<file path="src/rtl/microsequencer.sv">
`default_nettype none
// ============================================================================
// Module      : microsequencer
// Description : Next-state address generator for a microprogrammed control
//               unit. Supports increment, jump, opcode dispatch, conditional
//               branch, wait-on-condition with a timeout watchdog, and a small
//               micro-subroutine call/return stack.
// Revision    : 1.0 - initial release
// ============================================================================
module microsequencer #(
  parameter int unsigned STATE_W      = 10,
  parameter int unsigned STACK_DEPTH  = 4,    // power of two, 2..4 (depth port is 3 bits)
  parameter int unsigned WAIT_TIMEOUT = 255   // 1..65535
) (
  input  logic               clk,
  input  logic               reset,
  input  logic [STATE_W-1:0] current_state,
  input  logic [2:0]         seq_op,
  input  logic [STATE_W-1:0] cr_addr,
  input  logic [STATE_W-1:0] dispatch_addr,
  input  logic [1:0]         cond_sel,
  input  logic               cond_inv,
  input  logic               moc,
  input  logic               cond_flag,
  input  logic               ir_cond,
  output logic [STATE_W-1:0] next_state,
  output logic               stack_err,
  output logic               timeout,
  output logic [2:0]         depth
);

  // Sequencing operation encodings
  localparam logic [2:0] C_OP_INC      = 3'd0;
  localparam logic [2:0] C_OP_JUMP     = 3'd1;
  localparam logic [2:0] C_OP_DISPATCH = 3'd2;
  localparam logic [2:0] C_OP_BRANCH   = 3'd3;
  localparam logic [2:0] C_OP_WAIT     = 3'd4;
  localparam logic [2:0] C_OP_CALL     = 3'd5;
  localparam logic [2:0] C_OP_RET      = 3'd6;
  localparam logic [2:0] C_OP_RESTART  = 3'd7;

  localparam int unsigned C_PTR_W = $clog2(STACK_DEPTH);
  localparam logic [2:0]  C_FULL  = 3'(STACK_DEPTH);
  // Value of the held-cycle counter on the held cycle that trips the watchdog
  localparam logic [15:0] C_WAIT_LAST = 16'(WAIT_TIMEOUT - 1);

  // Registered state
  logic [STATE_W-1:0] r_next_state;
  logic [2:0]         r_depth;
  logic               r_stack_err;
  logic               r_timeout;
  logic [15:0]        r_wait_cnt;
  logic [STATE_W-1:0] r_stack [STACK_DEPTH];

  // Combinational decisions
  logic               w_src;
  logic               w_test;
  logic [STATE_W-1:0] w_incr;
  logic [STATE_W-1:0] w_next;
  logic               w_push;
  logic               w_pop;
  logic               w_flush;
  logic               w_set_err;
  logic               w_set_to;
  logic [15:0]        w_wait_nxt;
  logic [C_PTR_W-1:0] w_wr_idx;
  logic [C_PTR_W-1:0] w_rd_idx;
  logic [STATE_W-1:0] w_top;

  // Stack pointers: write slot is the current depth, top is one below it
  assign w_wr_idx = r_depth[C_PTR_W-1:0];
  assign w_rd_idx = w_wr_idx - C_PTR_W'(1);
  assign w_top    = r_stack[w_rd_idx];
  assign w_incr   = current_state + STATE_W'(1);

  // Select and optionally invert the branch/wait test source
  always_comb begin
    w_src = 1'b1;
    case (cond_sel)
      2'd0:    w_src = moc;
      2'd1:    w_src = cond_flag;
      2'd2:    w_src = ir_cond;
      default: w_src = 1'b1;
    endcase
    w_test = w_src ^ cond_inv;
  end

  // Next-state selection, stack control and watchdog decisions
  always_comb begin
    w_next     = w_incr;
    w_push     = 1'b0;
    w_pop      = 1'b0;
    w_flush    = 1'b0;
    w_set_err  = 1'b0;
    w_set_to   = 1'b0;
    w_wait_nxt = 16'd0;
    case (seq_op)
      C_OP_INC:      w_next = w_incr;
      C_OP_JUMP:     w_next = cr_addr;
      C_OP_DISPATCH: w_next = dispatch_addr;
      C_OP_BRANCH:   w_next = w_test ? cr_addr : w_incr;
      C_OP_WAIT: begin
        if (w_test) begin
          w_next = w_incr;
        end else if (r_wait_cnt == C_WAIT_LAST) begin
          // Watchdog expired: abandon the wait and restart the microprogram
          w_next   = '0;
          w_set_to = 1'b1;
          w_flush  = 1'b1;
        end else begin
          w_next     = current_state;
          w_wait_nxt = r_wait_cnt + 16'd1;
        end
      end
      C_OP_CALL: begin
        // The jump is taken even when the return address cannot be saved
        w_next = cr_addr;
        if (r_depth == C_FULL) begin
          w_set_err = 1'b1;
        end else begin
          w_push = 1'b1;
        end
      end
      C_OP_RET: begin
        if (r_depth == 3'd0) begin
          w_next    = '0;
          w_set_err = 1'b1;
        end else begin
          w_next = w_top;
          w_pop  = 1'b1;
        end
      end
      C_OP_RESTART: begin
        w_next  = '0;
        w_flush = 1'b1;
      end
      default: w_next = w_incr;
    endcase
  end

  // Control registers: next state, occupancy, sticky flags, wait counter
  always_ff @(posedge clk or posedge reset) begin
    if (reset) begin
      r_next_state <= '0;
      r_depth      <= 3'd0;
      r_stack_err  <= 1'b0;
      r_timeout    <= 1'b0;
      r_wait_cnt   <= 16'd0;
    end else begin
      r_next_state <= w_next;
      r_wait_cnt   <= w_wait_nxt;
      if (w_set_err) r_stack_err <= 1'b1;
      if (w_set_to)  r_timeout   <= 1'b1;
      if (w_flush) begin
        r_depth <= 3'd0;
      end else if (w_push) begin
        r_depth <= r_depth + 3'd1;
      end else if (w_pop) begin
        r_depth <= r_depth - 3'd1;
      end
    end
  end

  // Return-address storage; contents are meaningless while depth is zero
  always_ff @(posedge clk) begin
    if (w_push) r_stack[w_wr_idx] <= w_incr;
  end

  assign next_state = r_next_state;
  assign stack_err  = r_stack_err;
  assign timeout    = r_timeout;
  assign depth      = r_depth;

endmodule
`default_nettype wire

</file>
<file path="config.mk">
export PLATFORM = sky130hd
export DESIGN_NAME = microsequencer
export DESIGN_NICKNAME = d
export VERILOG_FILES = /design/src/rtl/microsequencer.sv
export SDC_FILE = /design/constraint.sdc
export NUM_CORES = 1
export LEC_CHECK = 0
export ABC_CLOCK_PERIOD_IN_PS = 7900
export BUFFER_PORTS_ARGS = -buffer_cell sky130_fd_sc_hd__buf_4
export CAP_MARGIN = 30
export CORE_MARGIN = 1.5
export CORE_UTILIZATION = 38
export DETAILED_ROUTE_END_ITERATION = 12
export GPL_TIMING_DRIVEN = 0
export PLACE_DENSITY_LB_ADDON = 0.1
export SYNTH_ARGS = -nofsm -noshare
export SYNTH_HDL_FRONTEND = slang
export SYNTH_SLANG_ARGS = --single-unit
</file>
<file path="constraint.sdc">
create_clock -name clk -period 7.9 [get_ports clk]
set_input_delay 1.58 -clock clk [delete_from_list [all_inputs] [get_ports clk]]
set_output_delay 1.58 -clock clk [all_outputs]
set_load 0.02 [all_outputs]
</file>
* Word-level counts from Yosys, hierarchy flattened
Memory sizes are Yosys's and may differ from the RTL's.
Cells that the tools add are included.
** Storage, ports and cells
- Logic and storage cells :: 53
- Memories kept :: 1
- Bits of input ports :: 41
- Bits in registers :: 31
- RAM bits :: 40
** Memory list
- r_stack :: words 4, width 10, read ports 1, clocked after Yosys merged registers in 0, wr ports 1, RTL line 53 : logic [STATE_W-1:0] r_stack [STACK_DEPTH];
** Operators by class
- Mux-type cells :: 25
- Bitwise logic cells :: 1
- Equal/unequal tests :: 11
- Reductions and logical operators :: 5
- Add/sub/neg operators :: 5
** Operators with widths (count)
- one-hot mux 10 bit (7 select lines) :: 1
- 2-to-1 mux 16 bit :: 3
- 2-to-1 mux 10 bit :: 4
- adder 16 x 1 -> 16 bit, second input constant :: 1
- == test 16 x 8 -> 1 bit, second input constant :: 1
- == test 3 bit, second input constant :: 5
- 2-to-1 mux 1 bit :: 11
- adder 10 x 1 -> 10 bit, second input constant :: 1
- 2-to-1 mux 3 bit :: 3
- == test 3 x 2 -> 1 bit, second input constant :: 2
- logical NOT 3 bit :: 2
- one-hot mux 1 bit (2 select lines) :: 2
- adder 3 x 1 -> 3 bit, second input constant :: 1
- == test 3 x 1 -> 1 bit, second input constant :: 1
- one-hot mux 1 bit (3 select lines) :: 1
- nonzero test 3 bit :: 1
- subtractor 3 x 1 -> 3 bit, second input constant :: 1
- == test 2 x 1 -> 1 bit, second input constant :: 1
- == test 2 bit, second input constant :: 1
- logical NOT 2 bit :: 1
- OR reduction 2 bit :: 1
- subtractor 2 x 1 -> 2 bit, second input constant :: 1
- XOR 1 bit :: 1

* Depth between registers and ports, before layout
- Word-level depth :: 6
- Mapped depth :: 12
- Depth with buffers taken out :: 11

* Worst setup path before layout
Ideal clock, no wire load.
- Path type :: input -> register
- Start point :: in seq_op[1]
- End point :: reg r_depth[2], in the netlist depth[2]
- Setup slack :: 4569 ps
- Data arrival time :: 3193 ps
- Stages on the path :: 10
- Path buffers :: 1
- Data required time :: 7762 ps
- Cells stage by stage :: clkbuf_1 > nor2b_1 > and3_1 > inv_1 > fa_1 > inv_1 > a21o_1 > nand3_1 > a22oi_1 > a21oi_1
** On the way
- Longest elaborated chain between the ends :: 4
- Elaborated cells on any way between the ends :: 10
** RTL lines
- start: declaration :: RTL line 18 : input logic [2:0] seq_op,
- == test 3 bit :: RTL line 97 : case (seq_op)
- 2-to-1 mux 1 bit :: RTL line 97
- 2-to-1 mux 3 bit :: RTL line 156 : end else if (w_push) begin
- 2-to-1 mux 3 bit :: RTL line 154 : if (w_flush) begin
- end signal: assignment :: RTL line 157 : r_depth <= r_depth + 3'd1;
- end signal: assignment :: RTL line 159 : r_depth <= r_depth - 3'd1;
- end: declaration :: RTL line 49 : logic [2:0] r_depth;
Parallel ways exist; a longest one is shown, timed or not.
A chain may end at the register's enable or synchronous reset.

* Worst setup path after layout
- Start point :: reg r_depth[0], in the netlist depth[0]
- End point :: reg r_next_state[0], in the netlist next_state[0]
** On the way
- Longest elaborated chain between the ends :: 4
- Elaborated cells on any way between the ends :: 5
** RTL lines
- subtractor 2 x 1 -> 2 bit :: RTL line 72 : assign w_rd_idx = w_wr_idx - C_PTR_W'(1);
- memory (4 x 10 bit)
- 2-to-1 mux 10 bit * :: RTL line 125 : if (r_depth == 3'd0) begin
- one-hot mux 10 bit (7 select lines) * :: RTL line 97
- named net w_next[0] :: RTL line 59 : logic [STATE_W-1:0] w_next;
- end signal: assignment :: RTL line 150 : r_next_state <= w_next;
- end: declaration :: RTL line 48 : logic [STATE_W-1:0] r_next_state;
The timed path passes the listed nets; every way through them passes the cells marked *.

==> flow_summary.toml <==
[drt]
vias = 2593
ant_nets = 0
viasPerCell = 5.46
dr.pass1.iters = 4
wire_per_inst_um = 18.5
drt_iter0_drc = 155
drt_wl_total_um = 8800
drc = 0

[timing]
worstMarginPinSlew_ps = 878
setup_slack_ps = 4290
tns_ps = 0
slew_viol_final = 0
min_period_ps = 3610
timing.final.crit_share = 0.457
finalSetupViolCount = 0
rsz0062_at_grt = "no"
slew_headroom = 0.415
final-hold-violation-count = 0
fmax_ghz = 0.277
skew_ps = 11.1

[logic_synthesis]
postSynthAreaPerCell_um2 = 12.1
ys_seq_area_frac = 0.555
ys_ff_latch = 71
synth.top_cell.area_share = 0.337
synthTopCellsByArea = "edfxtp_1, dfrtp_1, mux4_2"
ys_types = 52
synth_edf_count = 40
synth_ff_type = "edfxtp_1"
syn_area_mm2 = 0.00356
synth.yosys.warnings = 0
synth.most_common_cell = "edfxtp_1"
synth_commonest_cells = "edfxtp_1, dfrtp_1, nor2_1, nand2_1"
synth_nets = 343
synth_async_sr_flop_share = 0.437
synthCells = 294
yosysTopAreaCell = "edfxtp_1"

[grt]
grt_usage = 0.186
grt-ovfl-total = 0
antenna_found_initial = 0
grt_pass1_wl_um = 13700
grt_max_degree = 19
grt_pass1_vias = 2577

[clock_tree]
post_cts_buffers = 0
cts_resized = 0
clock_sinks = 71
path_clk_slew_ps = 80
postCtsHoldBufs = 0
cts_buffers = 9
cts_root_buf = "clkbuf_8"
clockBufferDepth = 2
cts_tree = "yes"
clock_latency_ps = 350
htree_levels = 3

[critical_path]
cp_num_buf_inv = 3
crit_slowest_cell = "buf_1"
arrival_ps = 3820
crit_chain = "buf_1, inv_1, ha_1, clkbuf_1, mux4_2, a221o_1, nor4_1, o22ai_1"
worstPathRequired_ps = 8110
path_max_fanout = 10
critPathTopFamily = "buffers and inverters"
cp-start-kind = "flip-flop"
critPathKind = "reg2reg"
endpoint_kind = "flip-flop"
cp_slowest_stage_delay_ps = 710

[final_layout]
final.fill_count = 842
insertedDiodeCount = 0
area_growth_pct = 22.1
seq_area_mm2 = 0.00198
utilization = 0.475
nets = 408
multi_input_area_mm2 = 0.00147
stdcell_area_mm2 = 0.00435
drive_gt1_frac = 0.239

[place]
dp_hpwl_um = 6040
place_congestion = 0.770
port-buffer-count = 53
pre_cts_ws_ps = 4110
placed_cell_area_mm2 = 0.00413

[floorplanning]
core_area_mm2 = 0.00915
rows = 35
io_pins = 56
die_h_um = 99.8
die_x_um = 99.8
dieArea_mm2 = 0.00996
start_util = 0.389

[job]
drv_cap = 0

[power_and_ir_drop]
powerDensity_mw_per_mm2 = 245
p_leak_nw = 1.71
vdd.ir_drop.worst_v = 0.000138

[outcome]
status = "complete, no violations"

[min_path]
hold_class = "reg2reg"
path summary, 6_finish.rpt:
check	startpoint	end	slack, ps	cells after the start
min	timeout$_DFFE_PP0P_	timeout$_DFFE_PP0P_	470	2
min in group asynchronous	reset	next_state[4]$_DFF_PP0_	1300	2
min reg2reg	timeout$_DFFE_PP0P_	timeout$_DFFE_PP0P_	470	2
max in group asynchronous	reset	depth[2]$_DFFE_PP0P_	6080	3
max reg2reg	depth[0]$_DFFE_PP0P_	next_state[0]$_DFF_PP0_	4290	8
max	depth[0]$_DFFE_PP0P_	next_state[0]$_DFF_PP0_	4290	8
cell families (layout without fill, tap and decap cells):
logic type,Yosys count,after routing,share of synthesized area
buf+inv,27,97,0.0320
compound gates,48,48,0.0991
mux,12,12,0.0692
simple gates,108,108,0.165
xor+xnor,20,20,0.0492
flops,71,71,0.555
fa+ha+maj,8,8,0.0302
cell usage in the layout, fill, tap and decap left out, drive strengths merged, types with 2 or more instances in the layout:
master / instances
buf: 58
edfxtp: 40
dfrtp: 31
nor2: 24
nand2: 22
clkbuf: 21
inv: 13
xor2: 13
nand4: 11
o21ai: 11
mux4: 10
nand3: 9
a222oi: 9
o211ai: 8
xnor2: 7
ha: 7
and2: 6
a21oi: 6
nor2b: 5
and4b: 4
and4: 4
nor3: 4
and3: 4
o31ai: 3
nor4: 2
or2: 2
nand4b: 2
or3: 2
bufinv: 2
clkinv: 2
report_power, final:
group	leakage [nW]	switching [mW]	internal [mW]
combinational	0.831	0.159	0.137
clock	0.110	0.142	0.187
sequential	0.765	0.0182	0.423
total	1.71	0.319	0.747
routing by layer:
| metal | up-vias | part of all wire | track usage |
|---|---|---|---|
| met5 | - | 0 | 0 |
| met4 | 0 | 0.013 | 0.0531 |
| met3 | 10 | 0.040 | 0.0460 |
| met2 | 77 | 0.48 | 0.308 |
| met1 | 1264 | 0.47 | 0.244 |
| li1 | 1242 | - | - |
worst register-to-register path, stage by stage, from the launching register on:
cell and delay (ps):
dfrtp_1 530, buf_1 710, inv_1 160, ha_1 320
clkbuf_1 550, mux4_2 410, a221o_1 340, nor4_1 310
o22ai_1 140
flip-flops by register name, indices dropped and copies added (netlist names):
name / count
r_wait_cnt: 16
next_state: 10
stack_err: 1
depth: 3
timeout: 1
r_stack: 40
layout make-up:
type / count / area share
Buffer: 14 / 0.0150
Clock buffer: 11 / 0.0325
Clock inverter: 5 / 0.0187
Inverter: 13 / 0.0112
Multi-Input combinational cell: 196 / 0.338
Sequential cell: 71 / 0.455
Tap cell: 111 / 0.0319
Timing Repair Buffer: 54 / 0.0978
through the flow:
step / total power [mW] / cells / hold WS, ps
4_1_cts: 1.08 / 475 / 475
3_5_place_dp: 0.748 / 459 / 456
5_1_grt: 1.12 / 475 / 484
2_1_floorplan: 0.641 / 294 / 447
6_report: 1.07 / 475 / 472
3_3_place_gp: 0.745 / 458 / 459
(Power assumes the default switching activity.)
